`src/rtl/queue_serializer.sv`:
```
// -----------------------------------------------------------------------------
// queue_serializer
//
// Transmit-side drain of the 8-entry byte queue. While the queue reports a
// non-zero occupancy, one word is dequeued, loaded into a shift register and
// sent MSB first over a valid/ready serial handshake. Every frame passes
// through IDLE, DEQ and LOAD before its bit cycles, so back-to-back frames
// always have one IDLE cycle between them and the queue is never dequeued
// while empty.
//
// Every output is decoded from registered state only. No input reaches an
// output through combinational logic.
//
// Optional feature (compile-time macro QSER_PARITY_EN):
//   defined   : each frame carries DATA_W data bits followed by one even-parity
//               bit (XOR of the data bits). last_out flags the parity bit.
//   undefined : each frame carries DATA_W data bits. last_out flags the LSB.
//
// Parameters:
//   DATA_W  word width and number of data bits per frame
//   LEN_W   width of the queue occupancy count
//
// Ports:
//   clock          in   system clock, rising edge
//   reset          in   asynchronous, active-high
//   len_in         in   queue occupancy (queue len_out)
//   data_in        in   dequeued word, valid in the cycle after deq_out
//   deq_out        out  one-cycle dequeue request (queue deq_in)
//   ser_data_out   out  current serial bit
//   ser_valid_out  out  ser_data_out holds a valid bit
//   ser_ready_in   in   downstream accepts the bit on this rising edge
//   last_out       out  high while the final bit of the frame is presented
//   busy_out       out  high in every state except IDLE
// -----------------------------------------------------------------------------
module queue_serializer #(
    parameter int DATA_W = 8,
    parameter int LEN_W  = 8
) (
    input  logic              clock,
    input  logic              reset,
    input  logic [LEN_W-1:0]  len_in,
    input  logic [DATA_W-1:0] data_in,
    output logic              deq_out,
    output logic              ser_data_out,
    output logic              ser_valid_out,
    input  logic              ser_ready_in,
    output logic              last_out,
    output logic              busy_out
);

`ifdef QSER_PARITY_EN
    localparam int FRAME = DATA_W + 1;
`else
    localparam int FRAME = DATA_W;
`endif
    localparam int CNT_W = $clog2(DATA_W + 1);

    typedef enum logic [1:0] {
        IDLE  = 2'd0,
        DEQ   = 2'd1,
        LOAD  = 2'd2,
        SHIFT = 2'd3
    } state_t;

    state_t           state;
    state_t           state_next;
    logic [FRAME-1:0] shreg;
    logic [FRAME-1:0] load_word;
    logic [CNT_W-1:0] cnt;
    logic             is_last;
    logic             accept;

    // The shift register is FRAME bits wide so the parity bit, when present,
    // simply trails the LSB and falls out of the same MSB tap.
`ifdef QSER_PARITY_EN
    assign load_word = {data_in, ^data_in};
`else
    assign load_word = data_in;
`endif

    assign is_last = (cnt == CNT_W'(FRAME - 1));

    // NOTE: sequential state uses non-blocking assignments so every register
    // samples the pre-edge values; blocking here would create order-dependent
    // simulation that disagrees with the synthesized flops.
    always_ff @(posedge clock or posedge reset) begin
        if (reset) begin
            state <= IDLE;
        end else begin
            state <= state_next;
        end
    end

    // NOTE: every signal written below gets a default first, so no path
    // through the case leaves a value unassigned and no latch is inferred.
    always_comb begin
        state_next    = state;
        deq_out       = 1'b0;
        ser_valid_out = 1'b0;
        ser_data_out  = 1'b0;
        last_out      = 1'b0;
        busy_out      = 1'b1;
        accept        = 1'b0;
        case (state)
            IDLE: begin
                busy_out = 1'b0;
                // Occupancy is looked at only here, so an empty queue is never
                // dequeued and a new frame always starts from IDLE.
                if (len_in != '0) begin
                    state_next = DEQ;
                end
            end
            DEQ: begin
                deq_out    = 1'b1;
                state_next = LOAD;
            end
            LOAD: begin
                state_next = SHIFT;
            end
            SHIFT: begin
                // Outputs are pure functions of state/shreg/cnt, so they hold
                // by themselves while ready is low.
                ser_valid_out = 1'b1;
                ser_data_out  = shreg[FRAME-1];
                last_out      = is_last;
                accept        = ser_ready_in;
                if (accept && is_last) begin
                    state_next = IDLE;
                end
            end
            default: begin
                state_next = IDLE;
            end
        endcase
    end

    always_ff @(posedge clock or posedge reset) begin
        if (reset) begin
            shreg <= '0;
            cnt   <= '0;
        end else if (state == LOAD) begin
            shreg <= load_word;
            cnt   <= '0;
        end else if (accept) begin
            shreg <= {shreg[FRAME-2:0], 1'b0};
            cnt   <= cnt + CNT_W'(1);
        end
    end

endmodule
```
`config.mk`:
```
export PLATFORM = sky130hd
export DESIGN_NAME = queue_serializer
export DESIGN_NICKNAME = d
export VERILOG_FILES = /design/src/rtl/queue_serializer.sv
export SDC_FILE = /design/constraint.sdc
export NUM_CORES = 1
export LEC_CHECK = 0
export ABC_AREA = 1
export CELL_PAD_IN_SITES_DETAIL_PLACEMENT = 0
export CELL_PAD_IN_SITES_GLOBAL_PLACEMENT = 2
export CORE_AREA = 2 2 58 60
export DETAILED_ROUTE_END_ITERATION = 10
export DIE_AREA = 0 0 60 62
export GPL_TIMING_DRIVEN = 0
export PLACE_DENSITY = 0.75
export SYNTH_ARGS = -nofsm -noshare
export SYNTH_HDL_FRONTEND = slang
export SYNTH_SLANG_ARGS = --single-unit
export TNS_END_PERCENT = 100
```
`constraint.sdc`:
```
create_clock -name clock -period 3.15 [get_ports clock]
set_clock_uncertainty 0.2 [all_clocks]
set_input_delay 0.63 -clock clock [delete_from_list [all_inputs] [get_ports clock]]
set_output_delay 0.63 -clock clock [all_outputs]
set_load 0.03 [all_outputs]
```
==> results of run 1 <==
final cells by class:
| cell class | instances | area [um2] |
|---|---|---|
| Multi-Input combinational cell | 72 | 379 |
| Sequential cell | 14 | 350 |
| Tap cell | 46 | 57.6 |
| Buffer | 2 | 18.8 |
| Clock buffer | 4 | 36.3 |
| Timing Repair Buffer | 23 | 230 |
| Fill cell | 345 | 2060 |
| Inverter | 12 | 47.5 |
synth_stat cells:
master    count
inv_1         9
ha_1          6
o21ai_0       1
o211ai_1      1
a22o_1        1
nor3b_1       1
buf_6         1
and2_0        1
nand2_2       2
nand2_1      31
nand3_1      18
nor2_1        7
inv_4         1
inv_2         2
a21o_1        1
dfrtp_1      14
buf_4         1
nor3_2        1
or2_2         1
routing by layer:
layer	routed length, um	share of wire	vias to the layer above	global-route usage
li1	-	-	370	-
met3	154	0.090	2	0.0311
met5	0	0	-	0
met1	766	0.45	316	0.124
met2	784	0.46	24	0.182
met4	13	0.0076	0	0.0476
registers in the layout, indices dropped and copies added (netlist names):
register  count
cnt           4
shreg         8
state         2
through the flow:
step / setup WS, ns / hold WS (ns)
after floorplan: 0.750 / 0.252
after global placement: 0.719 / 0.267
final: 0.438 / 0.292
after detailed placement: 0.715 / 0.271
after CTS: 0.383 / 0.296
after global routing: 0.316 / 0.322
critical path, stage by stage (launching register included):
cell	delay (ns)
dfrtp_1	0.41
ha_1	0.26
nor3b_1	0.23
clkdlybuf4s50_1	0.71
logic make-up after synthesis:
logic type | after synthesis | synth area share
buffers and inverters | 14 | 0.0833
and+or+nand+nor | 62 | 0.346
adders and majority gates | 6 | 0.0943
DFF | 14 | 0.440
AOI/OAI and AO/OA | 4 | 0.0362
power breakdown:
part	switching, mW	total (mW)	internal, mW
Clock	0.0617	0.132	0.0702
Sequential	0.0488	0.304	0.255
Combinational	0.257	0.440	0.183
Total	0.367	0.876	0.508
worst max path at each step:
| stage | startpoint | endpoint | slack (ns) |
|---|---|---|---|
| after floorplan | state[0] | last_out | 0.75 |
| after global placement | state[1] | last_out | 0.72 |
| after detailed placement | state[0] | last_out | 0.71 |
| after CTS | state[0] | last_out | 0.38 |
| after global routing | state[0] | last_out | 0.32 |
| final | state[0] | last_out | 0.44 |
==> flow_summary.json, run 1 <==
{
  "firstDrtPassIters": 4,
  "final_period_minus_worst_setup_slack_ns": 2.71,
  "rrSetupSlack_ns": 1.59,
  "final_common_cell": "nand2_1",
  "final_area_mm2": 0.00112,
  "ios": 24,
  "path_clk_slew_ns": 0.09,
  "critical_path_arrival_ns": 1.88,
  "place_area_mm2": 0.00108,
  "dpl.hpwl_um": 1310,
  "grt_max_degree": 15,
  "r2r-end": "state[0]",
  "track_usage": 0.106,
  "ir_worst_vdd_uv": 233,
  "fmax_mhz": 369,
  "endpoint_kind": "output pin",
  "cts_resized": 0,
  "portBuffers": 23,
  "dp_cells": 169,
  "clk_latency_ns": 0.28,
  "drive_gt1_frac": 0.102,
  "ys_warn_count": 0,
  "rows": 21,
  "cts_setup_buffers": 0,
  "outcome": "finished, final reports clean",
  "cts_tree": "yes",
  "syn_inst": 100,
  "cts_htree_levels": 1,
  "min_from": "shreg[5]",
  "drt_first_iter_violations": 21,
  "p_per_area_mw_per_mm2": 782,
  "cp-start-kind": "flip-flop",
  "finalCritPeriodShare": 0.861,
  "antenna_found_initial": 0,
  "area_growth_pct": 40.7,
  "die_w_um": 60,
  "synth_top_area_frac": 0.440,
  "layout_common_cells": "nand2_1, clkdlybuf4s50_1, nand3_1, dfrtp_1, inv_1",
  "die_y_um": 62,
  "holdPathEnd": "shreg[5]",
  "final_hold_viol_count": 0,
  "routed_wirelength_um": 1720,
  "gp_congestion": 0.655,
  "total_power_mw": 0.876,
  "clock_sinks": 14,
  "grt_pass1_wl_um": 2920,
  "cts_buffers": 3,
  "r2r-start": "state[0]",
  "nets": 153,
  "final_core_util": 0.352,
  "syn-cell-area_um2": 796,
  "antennaDiodeCount": 0,
  "min_path_cells": 2,
  "p_leak_nw": 0.558,
  "overflow": 0,
  "ctsHoldBuffers": 0,
  "drc": 0,
  "start_util": 0.250,
  "wire_per_inst_um": 9.93,
  "finalSetupTns_ns": 0,
  "setup_viol": 0,
  "ff2ff_path_depth": 6,
  "synth_sequential_area_ratio": 0.440,
  "cp_max_fo": 5,
  "postSynthAreaPerCell_um2": 7.96,
  "cp_data_required_time_ns": 2.32,
  "die_area_mm2": 0.00372,
  "viasPerCell": 4.12,
  "mappedNetlistNets": 125,
  "rsz0062_at_grt": "no",
  "critPathKind": "flip-flop to output pin",
  "vias": 712,
  "max-slew-margin-rel": 0.620,
  "finalMaxSlewViolations": 0,
  "grt_pass1_vias": 705,
  "hold_path_class": "flip-flop to flip-flop",
  "ys_types": 19,
  "cts-root-buf": "clkbuf_4",
  "ys_ff_latch": 14,
  "ant_nets": 0,
  "stdcell_count": 173,
  "netlist_top_cells_area": "dfrtp_1, nand2_1, nand3_1, ha_1, inv_1",
  "core_mm2": 0.00318,
  "worstMarginPinSlew_ns": 0.569,
  "cap_violations": 0,
  "clockBufferDepth": 2,
  "yosys.area.top_type": "dfrtp_1"
}
Note: power is estimated with default switching activity, not from simulation.
==> run 2, diff against run 1 <==
- PLACE_DENSITY: 0.75 -> default
- PLACE_DENSITY_LB_ADDON: default -> 0.1
- SKIP_CTS_REPAIR_TIMING: default -> 1
==> run 2 against run 1 <==
- combinational power rose by 2%
- worst hold slack improved by 0.0011 ns
- flip-flop and latch count did not move
- total power rose by 0.71%
- worst setup slack got worse by 0.016 ns
- critical path depth did not move
==> flow_summary.json, run 2 (synthesized netlist as in run 1, its figures left out) <==
{
  "cts_buffers": 3,
  "grt_pass1_wl_um": 3120,
  "largest_reg_flops": 8,
  "fmax_mhz": 367,
  "final_common_cell": "nand2_1",
  "die_y_um": 62,
  "critical_path_arrival_ns": 1.90,
  "dp_slack_ns": 0.687,
  "routed_wirelength_um": 1820,
  "core_mm2": 0.00318,
  "r2r-start": "state[0]",
  "overflow": 0,
  "outcome": "finished, final reports clean",
  "rows": 21,
  "largestRegisters": "shreg x8, cnt x4, state x2",
  "cp-startpoint": "state[1]",
  "nets": 153,
  "setup_viol": 0,
  "min_from": "shreg[7]",
  "regMostFlops": "shreg",
  "final_period_minus_worst_setup_slack_ns": 2.73,
  "clockBufferDepth": 2,
  "vias": 716,
  "grt_max_degree": 15,
  "clk_latency_ns": 0.28,
  "portBuffers": 23,
  "area_growth_pct": 40.7,
  "rsz0062_at_grt": "no",
  "final_hold_viol_count": 0,
  "critPathKind": "flip-flop to output pin",
  "n_fill_cell": 355,
  "die_area_mm2": 0.00372,
  "finalMaxSlewViolations": 0,
  "cts_tree": "yes",
  "max-slew-margin-rel": 0.616,
  "antennaDiodeCount": 0,
  "cts-root-buf": "clkbuf_4",
  "layout_common_cells": "nand2_1, clkdlybuf4s50_1, nand3_1, dfrtp_1, inv_1",
  "cp_data_required_time_ns": 2.32,
  "timing.final.ws_setup_ns": 0.422,
  "clock_sinks": 14,
  "ir_worst_vdd_uv": 290,
  "worstMarginPinSlew_ns": 0.576,
  "start_util": 0.250,
  "hold_path_class": "flip-flop to flip-flop",
  "gp_congestion": 0.703,
  "endpoint_kind": "output pin",
  "antenna_found_initial": 0,
  "ant_nets": 0,
  "drt_first_iter_violations": 13,
  "die_w_um": 60,
  "p_per_area_mw_per_mm2": 787,
  "ios": 24,
  "cp-start-kind": "flip-flop",
  "finalSetupTns_ns": 0,
  "cap_violations": 0,
  "cp_max_fo": 5,
  "dpl.hpwl_um": 1360,
  "cts_htree_levels": 1,
  "firstDrtPassIters": 4,
  "track_usage": 0.116,
  "drive_gt1_frac": 0.102,
  "finalCritPeriodShare": 0.866,
  "path_clk_slew_ns": 0.09,
  "p_leak_nw": 0.558,
  "wire_per_inst_um": 10.5,
  "grt_pass1_vias": 705,
  "drc": 0,
  "viasPerCell": 4.14
}
[run 2: cell counts in the layout (fill, tap and decap cells not counted)]
Identical to the previous run, type by type.
[run 2: critical path: stages, from the launching register on]
cell	delay, ns
dfrtp_1	0.40
ha_1	0.29
nor3b_1	0.22
clkdlybuf4s50_1	0.70
[run 2: final timing paths]
check,end,slack [ns],cells past startpoint
worst max-delay path,last_out,0.42,3
worst min-delay path,shreg[7],0.29,2
worst max register to register,shreg[0],1.60,7
worst min register to register,shreg[7],0.29,2
max in group asynchronous,cnt[0],1.87,2
min in group asynchronous,state[1],0.50,2
[run 2: final cells by class]
cell class | instances | area (um2) | share of cell area
multi-input cells | 72 | 379 | 0.339
flip-flops and latches | 14 | 350 | 0.313
repair buffers | 23 | 230 | 0.206
well taps | 46 | 57.6 | 0.0514
inverters | 12 | 47.5 | 0.0425
clock buffers | 4 | 36.3 | 0.0324
plain buffers | 2 | 18.8 | 0.0168
[run 2: power by group]
| group | leakage, nW | internal [mW] | switching [mW] |
|---|---|---|---|
| Clock | 0.0210 | 0.0703 | 0.0620 |
| Sequential | 0.179 | 0.255 | 0.0453 |
| Combinational | 0.358 | 0.184 | 0.265 |
[run 2: metal layers]
layer,GRT usage,part of all wire,up-vias
met3,0.0290,0.067,4
li1,-,-,374
met5,0,0,-
met4,0.0571,0.015,0
met1,0.130,0.45,317
met2,0.205,0.47,21
[run 2: metrics by stage]
| stage | instances | hold slack [ns] | util | power (mW) | area (um2) |
|---|---|---|---|---|---|
| floorplan | 100 | 0.252 | - | 0.617 | 796 |
| global placement | 169 | 0.266 | 0.341 | 0.759 | 1080 |
| detailed placement | 169 | 0.271 | 0.341 | 0.766 | 1080 |
| CTS | 173 | 0.295 | 0.352 | 0.904 | 1120 |
| global route | 173 | 0.330 | 0.352 | 0.973 | 1120 |
| finish | 173 | 0.293 | 0.352 | 0.882 | 1120 |
